## src/rtl/control_sequencer_pkg.sv

```systemverilog
// Shared definitions for the hardwired control sequencer: opcodes, state encoding,
// ALU operation codes, instruction classes and the registered control word.
package cpu_ctrl_pkg;

  localparam int OPW  = 5;
  localparam int ALUW = 4;

  localparam logic [OPW-1:0] OP_ADD  = 5'b00011;
  localparam logic [OPW-1:0] OP_SUB  = 5'b00100;
  localparam logic [OPW-1:0] OP_AND  = 5'b00101;
  localparam logic [OPW-1:0] OP_OR   = 5'b00110;
  localparam logic [OPW-1:0] OP_SHR  = 5'b00111;
  localparam logic [OPW-1:0] OP_SHRA = 5'b01000;
  localparam logic [OPW-1:0] OP_SHL  = 5'b01001;
  localparam logic [OPW-1:0] OP_ROR  = 5'b01010;
  localparam logic [OPW-1:0] OP_ROL  = 5'b01011;
  localparam logic [OPW-1:0] OP_MUL  = 5'b01111;
  localparam logic [OPW-1:0] OP_DIV  = 5'b10000;
  localparam logic [OPW-1:0] OP_NEG  = 5'b10001;
  localparam logic [OPW-1:0] OP_NOT  = 5'b10010;
  localparam logic [OPW-1:0] OP_MFHI = 5'b11000;
  localparam logic [OPW-1:0] OP_MFLO = 5'b11001;
  localparam logic [OPW-1:0] OP_NOP  = 5'b11010;
  localparam logic [OPW-1:0] OP_HALT = 5'b11011;

  typedef enum logic [3:0] {
    S_T0   = 4'd0, S_T1 = 4'd1, S_T2 = 4'd2, S_T3 = 4'd3,
    S_T4   = 4'd4, S_T5 = 4'd5, S_T6 = 4'd6, S_HALT = 4'd7
  } state_t;

  typedef enum logic [ALUW-1:0] {
    ALU_NONE = 4'd0,  ALU_ADD = 4'd1,  ALU_SUB = 4'd2,  ALU_AND = 4'd3,
    ALU_OR   = 4'd4,  ALU_SHR = 4'd5,  ALU_SHRA = 4'd6, ALU_SHL = 4'd7,
    ALU_ROR  = 4'd8,  ALU_ROL = 4'd9,  ALU_MUL = 4'd10, ALU_DIV = 4'd11,
    ALU_NEG  = 4'd12, ALU_NOT = 4'd13
  } alu_op_t;

  typedef enum logic [2:0] {
    CL_ALU3 = 3'd0, CL_MULDIV = 3'd1, CL_UNARY = 3'd2, CL_MFHI = 3'd3,
    CL_MFLO = 3'd4, CL_NOP = 3'd5, CL_HALT = 3'd6
  } instr_class_t;

  typedef struct packed {
    logic pc_out, mdr_out, zhigh_out, zlow_out, hi_out, lo_out;
    logic pc_in, mar_in, ir_in, z_in, y_in, hi_in, lo_in;
    logic inc_pc, read, gra, grb, grc, r_in, r_out, illegal, run;
    alu_op_t alu_op;
  } ctrl_t;

endpackage

```

## src/rtl/control_sequencer_if.sv

```systemverilog
// Control bus between the sequencer (master) and the single-bus datapath (slave).
interface control_sequencer_if;
  import cpu_ctrl_pkg::*;

  logic [31:0]     IR;
  logic            mem_ready;
  logic            PCout, MDRout, Zhighout, Zlowout, HIout, LOout;
  logic            PCin, MARin, MDRin, IRin, Zin, Yin, HIin, LOin;
  logic            IncPC, Read, Gra, Grb, Grc, Rin, Rout;
  logic [ALUW-1:0] alu_op;
  logic            Run, illegal_op;

  modport master (
    input  IR, mem_ready,
    output PCout, MDRout, Zhighout, Zlowout, HIout, LOout,
    output PCin, MARin, MDRin, IRin, Zin, Yin, HIin, LOin,
    output IncPC, Read, Gra, Grb, Grc, Rin, Rout, alu_op, Run, illegal_op
  );

  modport slave (
    output IR, mem_ready,
    input  PCout, MDRout, Zhighout, Zlowout, HIout, LOout,
    input  PCin, MARin, MDRin, IRin, Zin, Yin, HIin, LOin,
    input  IncPC, Read, Gra, Grb, Grc, Rin, Rout, alu_op, Run, illegal_op
  );

endinterface

```

## src/rtl/control_sequencer_decoder.sv

```systemverilog
// Combinational opcode decode: instruction class, ALU operation and illegal flag.
module instr_decoder
  import cpu_ctrl_pkg::*;
(
  input  logic [OPW-1:0] opcode,
  output instr_class_t   iclass,
  output alu_op_t        alu_op,
  output logic           illegal
);

  // Map opcode to execute class and ALU function; unknown opcodes run as nop plus illegal
  always_comb begin
    iclass  = CL_NOP;
    alu_op  = ALU_NONE;
    illegal = 1'b0;
    case (opcode)
      OP_ADD:  begin iclass = CL_ALU3;   alu_op = ALU_ADD;  end
      OP_SUB:  begin iclass = CL_ALU3;   alu_op = ALU_SUB;  end
      OP_AND:  begin iclass = CL_ALU3;   alu_op = ALU_AND;  end
      OP_OR:   begin iclass = CL_ALU3;   alu_op = ALU_OR;   end
      OP_SHR:  begin iclass = CL_ALU3;   alu_op = ALU_SHR;  end
      OP_SHRA: begin iclass = CL_ALU3;   alu_op = ALU_SHRA; end
      OP_SHL:  begin iclass = CL_ALU3;   alu_op = ALU_SHL;  end
      OP_ROR:  begin iclass = CL_ALU3;   alu_op = ALU_ROR;  end
      OP_ROL:  begin iclass = CL_ALU3;   alu_op = ALU_ROL;  end
      OP_MUL:  begin iclass = CL_MULDIV; alu_op = ALU_MUL;  end
      OP_DIV:  begin iclass = CL_MULDIV; alu_op = ALU_DIV;  end
      OP_NEG:  begin iclass = CL_UNARY;  alu_op = ALU_NEG;  end
      OP_NOT:  begin iclass = CL_UNARY;  alu_op = ALU_NOT;  end
      OP_MFHI: iclass = CL_MFHI;
      OP_MFLO: iclass = CL_MFLO;
      OP_NOP:  iclass = CL_NOP;
      OP_HALT: iclass = CL_HALT;
      default: illegal = 1'b1;
    endcase
  end

endmodule

```

## src/rtl/control_sequencer.sv

```systemverilog
// Hardwired Moore control unit: fetch T0-T2, class-dependent execute T3-T6, HALT.
// The control word is registered alongside the state; Clear forces strobes low immediately.
module control_sequencer
  import cpu_ctrl_pkg::*;
(
  input  logic Clock,
  input  logic Clear,
  control_sequencer_if.master bus
);

  state_t         state, ns;
  ctrl_t          ctrl_r;
  logic [OPW-1:0] opcode_r, op_sel;
  instr_class_t   cls;
  alu_op_t        dec_alu;
  logic           dec_ill;

  // The opcode enters the decoder straight from IR on the T2->T3 edge, then from the latch
  assign op_sel = (state == S_T2) ? bus.IR[31:32-OPW] : opcode_r;

  instr_decoder u_dec (
    .opcode  (op_sel),
    .iclass  (cls),
    .alu_op  (dec_alu),
    .illegal (dec_ill)
  );

  function automatic ctrl_t ctrl_of(state_t s, instr_class_t c, alu_op_t a, logic ill);
    ctrl_t o;
    o     = '0;
    o.run = 1'b1;
    case (s)
      S_T0: begin o.pc_out = 1'b1; o.mar_in = 1'b1; o.inc_pc = 1'b1; o.z_in = 1'b1; end
      S_T1: begin o.zlow_out = 1'b1; o.pc_in = 1'b1; o.read = 1'b1; end
      S_T2: begin o.mdr_out = 1'b1; o.ir_in = 1'b1; end
      S_T3: case (c)
        CL_ALU3:   begin o.grb = 1'b1; o.r_out = 1'b1; o.y_in = 1'b1; end
        CL_MULDIV: begin o.gra = 1'b1; o.r_out = 1'b1; o.y_in = 1'b1; end
        CL_UNARY:  begin o.grb = 1'b1; o.r_out = 1'b1; o.z_in = 1'b1; o.alu_op = a; end
        CL_MFHI:   begin o.hi_out = 1'b1; o.gra = 1'b1; o.r_in = 1'b1; end
        CL_MFLO:   begin o.lo_out = 1'b1; o.gra = 1'b1; o.r_in = 1'b1; end
        default:   o.illegal = ill;
      endcase
      S_T4: case (c)
        CL_ALU3:   begin o.grc = 1'b1; o.r_out = 1'b1; o.z_in = 1'b1; o.alu_op = a; end
        CL_MULDIV: begin o.grb = 1'b1; o.r_out = 1'b1; o.z_in = 1'b1; o.alu_op = a; end
        CL_UNARY:  begin o.zlow_out = 1'b1; o.gra = 1'b1; o.r_in = 1'b1; end
        default:   o.run = 1'b1;
      endcase
      S_T5: case (c)
        CL_ALU3:   begin o.zlow_out = 1'b1; o.gra = 1'b1; o.r_in = 1'b1; end
        CL_MULDIV: begin o.zlow_out = 1'b1; o.lo_in = 1'b1; end
        default:   o.run = 1'b1;
      endcase
      S_T6:    begin o.zhigh_out = 1'b1; o.hi_in = 1'b1; end
      S_HALT:  o.run = 1'b0;
      default: o.run = 1'b1;
    endcase
    return o;
  endfunction

  // Next-state selection from the current step and the instruction class
  always_comb begin
    ns = S_T0;
    case (state)
      S_T0: ns = S_T1;
      S_T1: ns = bus.mem_ready ? S_T2 : S_T1;
      S_T2: ns = S_T3;
      S_T3: case (cls)
        CL_ALU3, CL_MULDIV, CL_UNARY: ns = S_T4;
        CL_HALT:                      ns = S_HALT;
        default:                      ns = S_T0;
      endcase
      S_T4:    ns = (cls == CL_ALU3 || cls == CL_MULDIV) ? S_T5 : S_T0;
      S_T5:    ns = (cls == CL_MULDIV) ? S_T6 : S_T0;
      S_T6:    ns = S_T0;
      S_HALT:  ns = S_HALT;
      default: ns = S_T0;
    endcase
  end

  // State, opcode latch and the control word for the state being entered
  always_ff @(posedge Clock) begin
    if (Clear) begin
      state    <= S_T0;
      opcode_r <= '0;
      ctrl_r   <= ctrl_of(S_T0, CL_NOP, ALU_NONE, 1'b0);
    end else begin
      state    <= ns;
      opcode_r <= (state == S_T2) ? bus.IR[31:32-OPW] : opcode_r;
      ctrl_r   <= ctrl_of(ns, cls, dec_alu, dec_ill);
    end
  end

  assign bus.PCout      = ctrl_r.pc_out    & ~Clear;
  assign bus.MDRout     = ctrl_r.mdr_out   & ~Clear;
  assign bus.Zhighout   = ctrl_r.zhigh_out & ~Clear;
  assign bus.Zlowout    = ctrl_r.zlow_out  & ~Clear;
  assign bus.HIout      = ctrl_r.hi_out    & ~Clear;
  assign bus.LOout      = ctrl_r.lo_out    & ~Clear;
  assign bus.PCin       = ctrl_r.pc_in     & ~Clear;
  assign bus.MARin      = ctrl_r.mar_in    & ~Clear;
  assign bus.MDRin      = (state == S_T1) & bus.mem_ready & ~Clear;
  assign bus.IRin       = ctrl_r.ir_in     & ~Clear;
  assign bus.Zin        = ctrl_r.z_in      & ~Clear;
  assign bus.Yin        = ctrl_r.y_in      & ~Clear;
  assign bus.HIin       = ctrl_r.hi_in     & ~Clear;
  assign bus.LOin       = ctrl_r.lo_in     & ~Clear;
  assign bus.IncPC      = ctrl_r.inc_pc    & ~Clear;
  assign bus.Read       = ctrl_r.read      & ~Clear;
  assign bus.Gra        = ctrl_r.gra       & ~Clear;
  assign bus.Grb        = ctrl_r.grb       & ~Clear;
  assign bus.Grc        = ctrl_r.grc       & ~Clear;
  assign bus.Rin        = ctrl_r.r_in      & ~Clear;
  assign bus.Rout       = ctrl_r.r_out     & ~Clear;
  assign bus.illegal_op = ctrl_r.illegal   & ~Clear;
  assign bus.Run        = ctrl_r.run       |  Clear;
  assign bus.alu_op     = Clear ? ALU_NONE : ctrl_r.alu_op;

endmodule

```

## src/flat_wrapper.sv

```systemverilog
// flat-port wrapper written by rule: the top's interface ports become plain ports
module control_sequencer_flat import cpu_ctrl_pkg::*;
  (Clock, Clear, bus_IR, bus_mem_ready, bus_PCout, bus_MDRout, bus_Zhighout, bus_Zlowout, bus_HIout, bus_LOout, bus_PCin, bus_MARin, bus_MDRin, bus_IRin, bus_Zin, bus_Yin, bus_HIin, bus_LOin, bus_IncPC, bus_Read, bus_Gra, bus_Grb, bus_Grc, bus_Rin, bus_Rout, bus_alu_op, bus_Run, bus_illegal_op);
  control_sequencer_if bus_i ();
  input  logic Clock;
  input  logic Clear;
  input wire logic [$bits(bus_i.IR)-1:0] bus_IR;
  input wire logic [$bits(bus_i.mem_ready)-1:0] bus_mem_ready;
  output wire logic [$bits(bus_i.PCout)-1:0] bus_PCout;
  output wire logic [$bits(bus_i.MDRout)-1:0] bus_MDRout;
  output wire logic [$bits(bus_i.Zhighout)-1:0] bus_Zhighout;
  output wire logic [$bits(bus_i.Zlowout)-1:0] bus_Zlowout;
  output wire logic [$bits(bus_i.HIout)-1:0] bus_HIout;
  output wire logic [$bits(bus_i.LOout)-1:0] bus_LOout;
  output wire logic [$bits(bus_i.PCin)-1:0] bus_PCin;
  output wire logic [$bits(bus_i.MARin)-1:0] bus_MARin;
  output wire logic [$bits(bus_i.MDRin)-1:0] bus_MDRin;
  output wire logic [$bits(bus_i.IRin)-1:0] bus_IRin;
  output wire logic [$bits(bus_i.Zin)-1:0] bus_Zin;
  output wire logic [$bits(bus_i.Yin)-1:0] bus_Yin;
  output wire logic [$bits(bus_i.HIin)-1:0] bus_HIin;
  output wire logic [$bits(bus_i.LOin)-1:0] bus_LOin;
  output wire logic [$bits(bus_i.IncPC)-1:0] bus_IncPC;
  output wire logic [$bits(bus_i.Read)-1:0] bus_Read;
  output wire logic [$bits(bus_i.Gra)-1:0] bus_Gra;
  output wire logic [$bits(bus_i.Grb)-1:0] bus_Grb;
  output wire logic [$bits(bus_i.Grc)-1:0] bus_Grc;
  output wire logic [$bits(bus_i.Rin)-1:0] bus_Rin;
  output wire logic [$bits(bus_i.Rout)-1:0] bus_Rout;
  output wire logic [$bits(bus_i.alu_op)-1:0] bus_alu_op;
  output wire logic [$bits(bus_i.Run)-1:0] bus_Run;
  output wire logic [$bits(bus_i.illegal_op)-1:0] bus_illegal_op;
  assign bus_i.IR = bus_IR;
  assign bus_i.mem_ready = bus_mem_ready;
  assign bus_PCout = bus_i.PCout;
  assign bus_MDRout = bus_i.MDRout;
  assign bus_Zhighout = bus_i.Zhighout;
  assign bus_Zlowout = bus_i.Zlowout;
  assign bus_HIout = bus_i.HIout;
  assign bus_LOout = bus_i.LOout;
  assign bus_PCin = bus_i.PCin;
  assign bus_MARin = bus_i.MARin;
  assign bus_MDRin = bus_i.MDRin;
  assign bus_IRin = bus_i.IRin;
  assign bus_Zin = bus_i.Zin;
  assign bus_Yin = bus_i.Yin;
  assign bus_HIin = bus_i.HIin;
  assign bus_LOin = bus_i.LOin;
  assign bus_IncPC = bus_i.IncPC;
  assign bus_Read = bus_i.Read;
  assign bus_Gra = bus_i.Gra;
  assign bus_Grb = bus_i.Grb;
  assign bus_Grc = bus_i.Grc;
  assign bus_Rin = bus_i.Rin;
  assign bus_Rout = bus_i.Rout;
  assign bus_alu_op = bus_i.alu_op;
  assign bus_Run = bus_i.Run;
  assign bus_illegal_op = bus_i.illegal_op;
  control_sequencer u_core (.Clock(Clock), .Clear(Clear), .bus(bus_i));
endmodule
```

## config.mk

```make
export PLATFORM = sky130hd
export DESIGN_NAME = control_sequencer_flat
export DESIGN_NICKNAME = d
export VERILOG_FILES = /design/src/rtl/control_sequencer_pkg.sv /design/src/rtl/control_sequencer_if.sv /design/src/rtl/control_sequencer_decoder.sv /design/src/rtl/control_sequencer.sv /design/src/flat_wrapper.sv
export SDC_FILE = /design/constraint.sdc
export NUM_CORES = 1
export LEC_CHECK = 0
export CORE_MARGIN = 5
export CORE_UTILIZATION = 41
export DETAILED_ROUTE_END_ITERATION = 6
export PLACE_DENSITY_LB_ADDON = 0.15
export SYNTH_ARGS = -nofsm -noshare
export SYNTH_HDL_FRONTEND = slang
export SYNTH_SLANG_ARGS = --single-unit
```

## constraint.sdc

```tcl
create_clock -name Clock -period 1.86 [get_ports Clock]
set_input_delay 0.279 -clock Clock [delete_from_list [all_inputs] [get_ports Clock]]
set_output_delay 0.279 -clock Clock [all_outputs]
set_load 0.02 [all_outputs]
```

After elaboration in Yosys (flattened, before gate mapping)
Index checks and enable logic that the tools add are counted.
{ "classes": {"eq_ne": 35, "n_mul": 0, "div": 0, "order_cmp": 0, "shift": 0, "n_bitwise": 23, "n_reduce_logical": 17, "n_mux": 34, "n_addsub": 0} }
{ "ops": {"columns": ["op", "count"], "rows": [
  ["$pmux W4 S13", 1],
  ["$eq A5 B5 Y1 const B", 7],
  ["$eq A4 B3 Y1 const B", 7],
  ["$pmux W4 S7", 1],
  ["$eq A5 B4 Y1 const B", 5],
  ["$eq A5 B3 Y1 const B", 4],
  ["$and A1 B1 Y1", 18],
  ["$pmux W3 S6", 1],
  ["$reduce_or A17 Y1", 1],
  ["$eq A4 B2 Y1 const B", 4],
  ["$mux W1", 16],
  ["$reduce_or A2 Y1", 8],
  ["$mux W4", 3],
  ["$pmux W1 S3", 4],
  ["$reduce_or A9 Y1", 1],
  ["$eq A4 B1 Y1 const B", 2],
  ["$logic_not A4 Y1", 2],
  ["$pmux W4 S2", 1],
  ["$reduce_or A7 Y1", 1],
  ["$eq A3 B2 Y1 const B", 2],
  ["$eq A3 B3 Y1 const B", 2],
  ["$mux W3", 2],
  ["$pmux W3 S2", 1],
  ["$reduce_or A3 Y1", 2],
  ["other kinds (9)", 13]
]} }
{ "totals": {"out_inout_bits": 27, "ff_bits": 30, "memories": 0, "wordCells": 129, "input_bits": 35, "rom_bits": 0, "ramBits": 0, "latch_bits": 0} }

Depth between registers and ports, before layout
{ "depth": {"word_depth": 12, "depth_mapped": 9, "ltp_nobuf": 6} }

Modules after synthesis
A second synthesis with hierarchy kept.
{ "unflattened": {"cells_unflattened": 213, "area_unflattened_um2": 1724.2} }
{ "by_module_without_submodules": {"columns": ["mod", "n_inst", "cells_per_inst", "seq_area_each_um2", "area_each_um2"], "rows": [
  ["control_sequencer", 1, 165, 580.6, 1416.4],
  ["instr_decoder", 1, 48, 0.0, 307.8]
]} }

Worst setup path before layout
Ideal clock, no wire load.
{ "synth_timing": {"path_type": "register to register", "start": "register u_core.state[0]", "end": "register u_core.ctrl_r[16] (netlist name)", "stages_incl_launch_ff": 8, "path_buffers": 1, "required_ns": 1.796, "t_arrival_ns": 1.848, "path_slack_ns": -0.051, "period_less_slack_ns": 1.911, "setup_ns": 0.064, "cell_sequence": "dfxtp_1 > buf_6 > or3b_4 > mux2i_1 > o22a_1 > o2111a_2 > or3b_1 > nand3b_1"} }
{ "synth_between": {"elab_chain_len": 11, "elab_cells_between_ends": 45, "cone_classes": "27 x eq/ne; 9 x mux; 9 x reduce/logical"} }
{ "synth_lines": {"columns": ["item", "line", "text"], "rows": [
  ["start, declared", "control_sequencer.sv:11", "state_t state, ns;"],
  ["start signal, assigned", "control_sequencer.sv:89", "state <= ns;"],
  ["$eq A4 B2 Y1", "control_sequencer.sv:19, control_sequencer.sv:65", null],
  ["$mux W5", null, null],
  ["$eq A5 B4 Y1, or another cell as far along", "control_sequencer_decoder.sv:16", "case (opcode)"],
  ["$reduce_or A9 Y1 (no source line) / $reduce_or A2 Y1 (equally long branches)", null, null],
  ["$pmux W3 S6", "control_sequencer_decoder.sv:16", null],
  ["$eq A3 B2 Y1, or another cell as far along", "control_sequencer.sv:36, control_sequencer.sv:69", null],
  ["$reduce_or A3 Y1 (no source line) / $logic_or A1 B1 Y1 (equally long branches)", null, null],
  ["$pmux W3 S2 / $mux W3 (equally long branches)", "control_sequencer.sv:69, control_sequencer.sv:74", null],
  ["$pmux W4 S7", "control_sequencer.sv:65", "case (state)"],
  ["$eq A4 B3 Y1, or another cell as far along", "control_sequencer.sv:32", "case (s)"],
  ["$pmux W1 S3 *", "control_sequencer.sv:32", null],
  ["end signal, assigned", "control_sequencer.sv:87", "ctrl_r <= ctrl_of(S_T0, CL_NOP, ALU_NONE, 1'b0);"],
  ["end signal, assigned", "control_sequencer.sv:91", "ctrl_r <= ctrl_of(ns, cls, dec_alu, dec_ill);"],
  ["end, declared", "control_sequencer.sv:12", "ctrl_t ctrl_r;"]
]} }
Mark *: on every way between the ends. The rest lies on a longest branch, timed or not.
A chain may end at the register's enable or synchronous reset.

Worst setup path in the final report
{ "layout_timing": {"start": "register u_core.state[2]", "end": "register u_core.ctrl_r[4] (netlist name)"} }
{ "layout_between": {"elab_chain_len": 11, "elab_cells_between_ends": 40, "cone_classes": "26 x eq/ne; 7 x mux; 7 x reduce/logical"} }
{ "layout_lines": {"columns": ["item", "line", "text"], "rows": [
  ["$eq A4 B2 Y1", "control_sequencer.sv:19, control_sequencer.sv:65", null],
  ["$mux W5", null, null],
  ["$eq A5 B4 Y1, or another cell as far along", "control_sequencer_decoder.sv:16", null],
  ["$reduce_or A9 Y1 (no source line) / $reduce_or A2 Y1 (equally long branches)", null, null],
  ["$pmux W3 S6", "control_sequencer_decoder.sv:16", null],
  ["$eq A3 B2 Y1, or another cell as far along", "control_sequencer.sv:69", "S_T3: case (cls)"],
  ["$reduce_or A3 Y1 (no source line) / $logic_or A1 B1 Y1 (equally long branches)", null, null],
  ["$pmux W3 S2 / $mux W3 (equally long branches)", "control_sequencer.sv:69, control_sequencer.sv:74", null],
  ["$pmux W4 S7 *", "control_sequencer.sv:65", null],
  ["$eq A4 B3 Y1 *", "control_sequencer.sv:32", null],
  ["$mux W1 *", null, null]
]} }
Marked as above.

==> qor.csv <==
stage;metric;value;unit
outcome;run status;complete, but fails checks;
outcome;failing checks;setup timing;
routing;Routed WL;5.24;mm
synthesis;xor and xnor area share after synthesis;1.45;%
synthesis;mux contribution to synthesized area;8.56;%
synthesis;Compound-Gate Fraction of Synth Area;17.3;%
sta;fmax;515;MHz
routing;via/cell ratio;5.30;
synthesis;synthesized area;0.00181;mm^2
setup_path;Startpoint Class;flip-flop;
setup_path;worst reg-to-reg setup slack;-0.08;ns
placed_design;DP HPWL;4.01;mm
cells_and_area;final core utilization;66.7;%
hold_path;WHS Path Cells;3;
global_routing;vias in the first global route;1774;
routing;DRT antenna net count;0;
setup_path;Crit Path Class;flip-flop to flip-flop;
setup_path;worst r2r src;u_core.state[2];
setup_path;Bufs and invs on worst path;1;
clocking;Clock Tree Buf Depth;2;
setup_path;Top delay family on crit path;simple AND/OR/NAND/NOR gates;
clocking;CTS tree;built;
power;Peak supply drop;0.245;mV
routing;vias;1880;
die;die height;76.5;um
power;pwr dens;548;mW/mm^2
synthesis;cell count after synthesis;226;
clocking;number of H-tree levels;2;
placed_design;routability congestion estimate;0.935;
global_routing;Total Routing Usage GR;17.2;%
synthesis;largest family of logic cells by synthesized area;simple AND/OR/NAND/NOR gates;
die;# rows;24;
cells_and_area;number of nets in the layout;337;
placed_design;port bufs;34;
synthesis;cell accounting for the most synthesized area;dfxtp_1;
setup_path;length in cells of the worst reg-to-reg path;6;
synthesis;simple-gate portion of the synthesized area;33.0;%
synthesis;post-synth top area share;32.0;%
global_routing;largest net degree at the start of global routing;19;
setup_path;Setup crit end kind;flip-flop;
setup_path;slowest stage delay, CP;0.46;ns
hold_path;hold path start;bus_IR[27];
synthesis;syn nets;261;
synthesis;Synth Area in Adders;0;%
routing;wire length per cell;14.8;um
clocking;clk sinks;29;
sta;count of pins over their slew limit;0;
placed_design;dpl cell area;0.00253;mm^2
routing;DR iter-0 viols;116;
routing;DRC violations left;0;
cells_and_area;Area Overhead vs Synth;59.1;%
clocking;clock root buffer;clkbuf_8;
sta;Final TNS setup;-0.325;ns
setup_path;crit-path cells;or3b_4 > mux2i_4 > o22a_1 > o2111a_2 > buf_4 > nand3b_1;
sta;Layout Skew;0.0108;ns
synthesis;synth warn;0;
sta;Final setup viols;5;
sta;RSZ-0062 raised after global routing;yes;
synthesis;post-synthesis register bit count;29;
placed_design;worst slack, placed;-0.440;ns
synthesis;ys flop type;dfxtp_1;
die;Initial Utilization;41.9;%
setup_path;critical path required time;2.01;ns
cells_and_area;share of layout cells above drive strength 1;35.0;%
setup_path;Slowest-stage cell, CP;or3b_4;
setup_path;worst-path fanout max;4;
clocking;clock transition at the registers of the reported paths;0.07;ns
synthesis;Seq/Total Area, Yosys;32.0;%
routing;first drt pass iteration count;4;
flow_run;number of max-cap violations;0;
sta;Rel. slew slack;78.4;%
synthesis;Avg Cell Area, Syn;8.02;um^2
die;Ports;62;
clocking;CTS Hold Bufs;0;
power;Pleak;1.33;nW
cells_and_area;final non-filler cell area;0.00288;mm^2
synthesis;dominant cells by area after synthesis;dfxtp_1 (32%), nor2b_1 (8.6%), mux2i_1 (6.1%);
sta;final worst setup slack;-0.0804;ns
global_routing;initial antenna violation count;0;
sta;Final period util;104;%
sta;Fin. Hold Viols;0;
clocking;total CTS buffers;5;
synthesis;Synth cell types;51;
die;Die Wd;76.5;um
global_routing;GRT overflow;0;
cells_and_area;antenna cell count;0;
setup_path;Worst Path Arrival;2.09;ns
die;Core ar.;0.00432;mm^2
sta;post-route minimum period;1.94;ns
clocking;clock latency on the worst-skew pair;0.28;ns
synthesis;Post-synth EDFFs;0;
hold_path;min-delay worst type;input port to flip-flop;
die;Die Area;0.00585;mm^2
setup_path;RR Endpoint;u_core.ctrl_r[4];
sta;Worst Tran Pin Value;0.322;ns
hold_path;Worst Hold End;u_core.ctrl_r[21];
global_routing;global-route wire length before repair;8.32;mm
cells_and_area;filler cell count;375;
synthesis;Async S/R FF share, synth;0;%
-- layer usage --
metal  GRT usage [%]  routed length (um)  vias up
li1                -                   -      940
met1            21.3                2220      864
met2            28.9                2550       65
met3            3.07                 325       11
met4            7.52                 140        0
met5               0                   0        -
-- stage by stage --
stage / std cells / total power [mW] / hold slack [ns]
floorplan: 226 / 0.874 / 0.480
CTS: 353 / 1.55 / 0.699
global route: 355 / 1.66 / 0.499
global placement: 343 / 1.03 / 0.789
finish: 355 / 1.58 / 0.456
detailed placement: 343 / 1.03 / 0.797
-- registers in the layout (all words and copies together) (netlist names) --
name / flops
u_core.ctrl_r: 21
u_core.opcode_r: 5
u_core.state: 3
-- power by group --
group / internal (mW) / switching, mW / total (mW)
Sequential: 0.642 / 0.0105 / 0.652
Combinational: 0.217 / 0.214 / 0.431
Clock: 0.259 / 0.237 / 0.496
-- cells in the final DEF, fill, tap and decap left out, types with 6 or more instances in the layout --
cell type	count
nor2b_1	25
buf_4	52
nand2b_1	7
dfxtp_2	6
a21oi_1	7
clkdlybuf4s50_1	19
o21ai_0	6
dlymetal6s2s_1	10
nor3_1	10
nand2_1	15
nor2_1	27
dfxtp_1	23
mux2i_4	8
-- synth_stat cells (5+ instances only) --
library cell	n
nand2b_1	8
nor3_1	10
a31oi_1	5
clkbuf_1	11
a21oi_1	9
dfxtp_1	29
mux2i_1	11
nor2b_1	25
nor2_1	27
nand2_1	15
buf_2	5
o21ai_0	7
buf_4	7
-- layout make-up --
cell class | count | area [um^2] | area share, %
clock buffer | 6 | 72.6 | 2.52
multi-input combinational | 171 | 1290 | 44.9
tap | 52 | 65.1 | 2.26
timing repair buffer | 93 | 846 | 29.3
sequential | 29 | 588 | 20.4
clock inverter | 2 | 10.0 | 0.347
inverter | 2 | 7.51 | 0.260
-- how the worst max path moves through the flow --
stage / end / slack [ns] / cells after the start / start
6_report: u_core.ctrl_r[4] / -0.08 / 6 / u_core.state[2]
5_1_grt: u_core.ctrl_r[16] / -0.15 / 7 / u_core.state[0]
4_1_cts: u_core.ctrl_r[16] / -0.08 / 6 / u_core.state[0]
3_5_place_dp: u_core.ctrl_r[2] / -0.44 / 7 / bus_IR[29]
3_3_place_gp: u_core.ctrl_r[1] / -0.35 / 7 / bus_IR[29]
2_1_floorplan: u_core.ctrl_r[16] / -0.01 / 7 / u_core.state[1]
-- worst min-delay path: cells and delay by family --
| family | cells | cell delay, ns |
|---|---|---|
| buffers and inverters | 2 | 0.35 |
| AND/OR/NAND/NOR | 1 | 0.05 |
-- cell families after synthesis --
logic type	count (synthesis)
AND/OR/NAND/NOR	109
flip-flops	29
XOR/XNOR	3
buffers and inverters	26
multiplexers	14
AO/OA/AOI/OAI	45
-- timing repair --
item | CTS | global route
endpoints found under the setup margin | 39 | 27
gates resized for setup | 22 | 38
pin swaps | 3 | 10
setup buffers | 2 | 2
(Power assumes the default switching activity.)
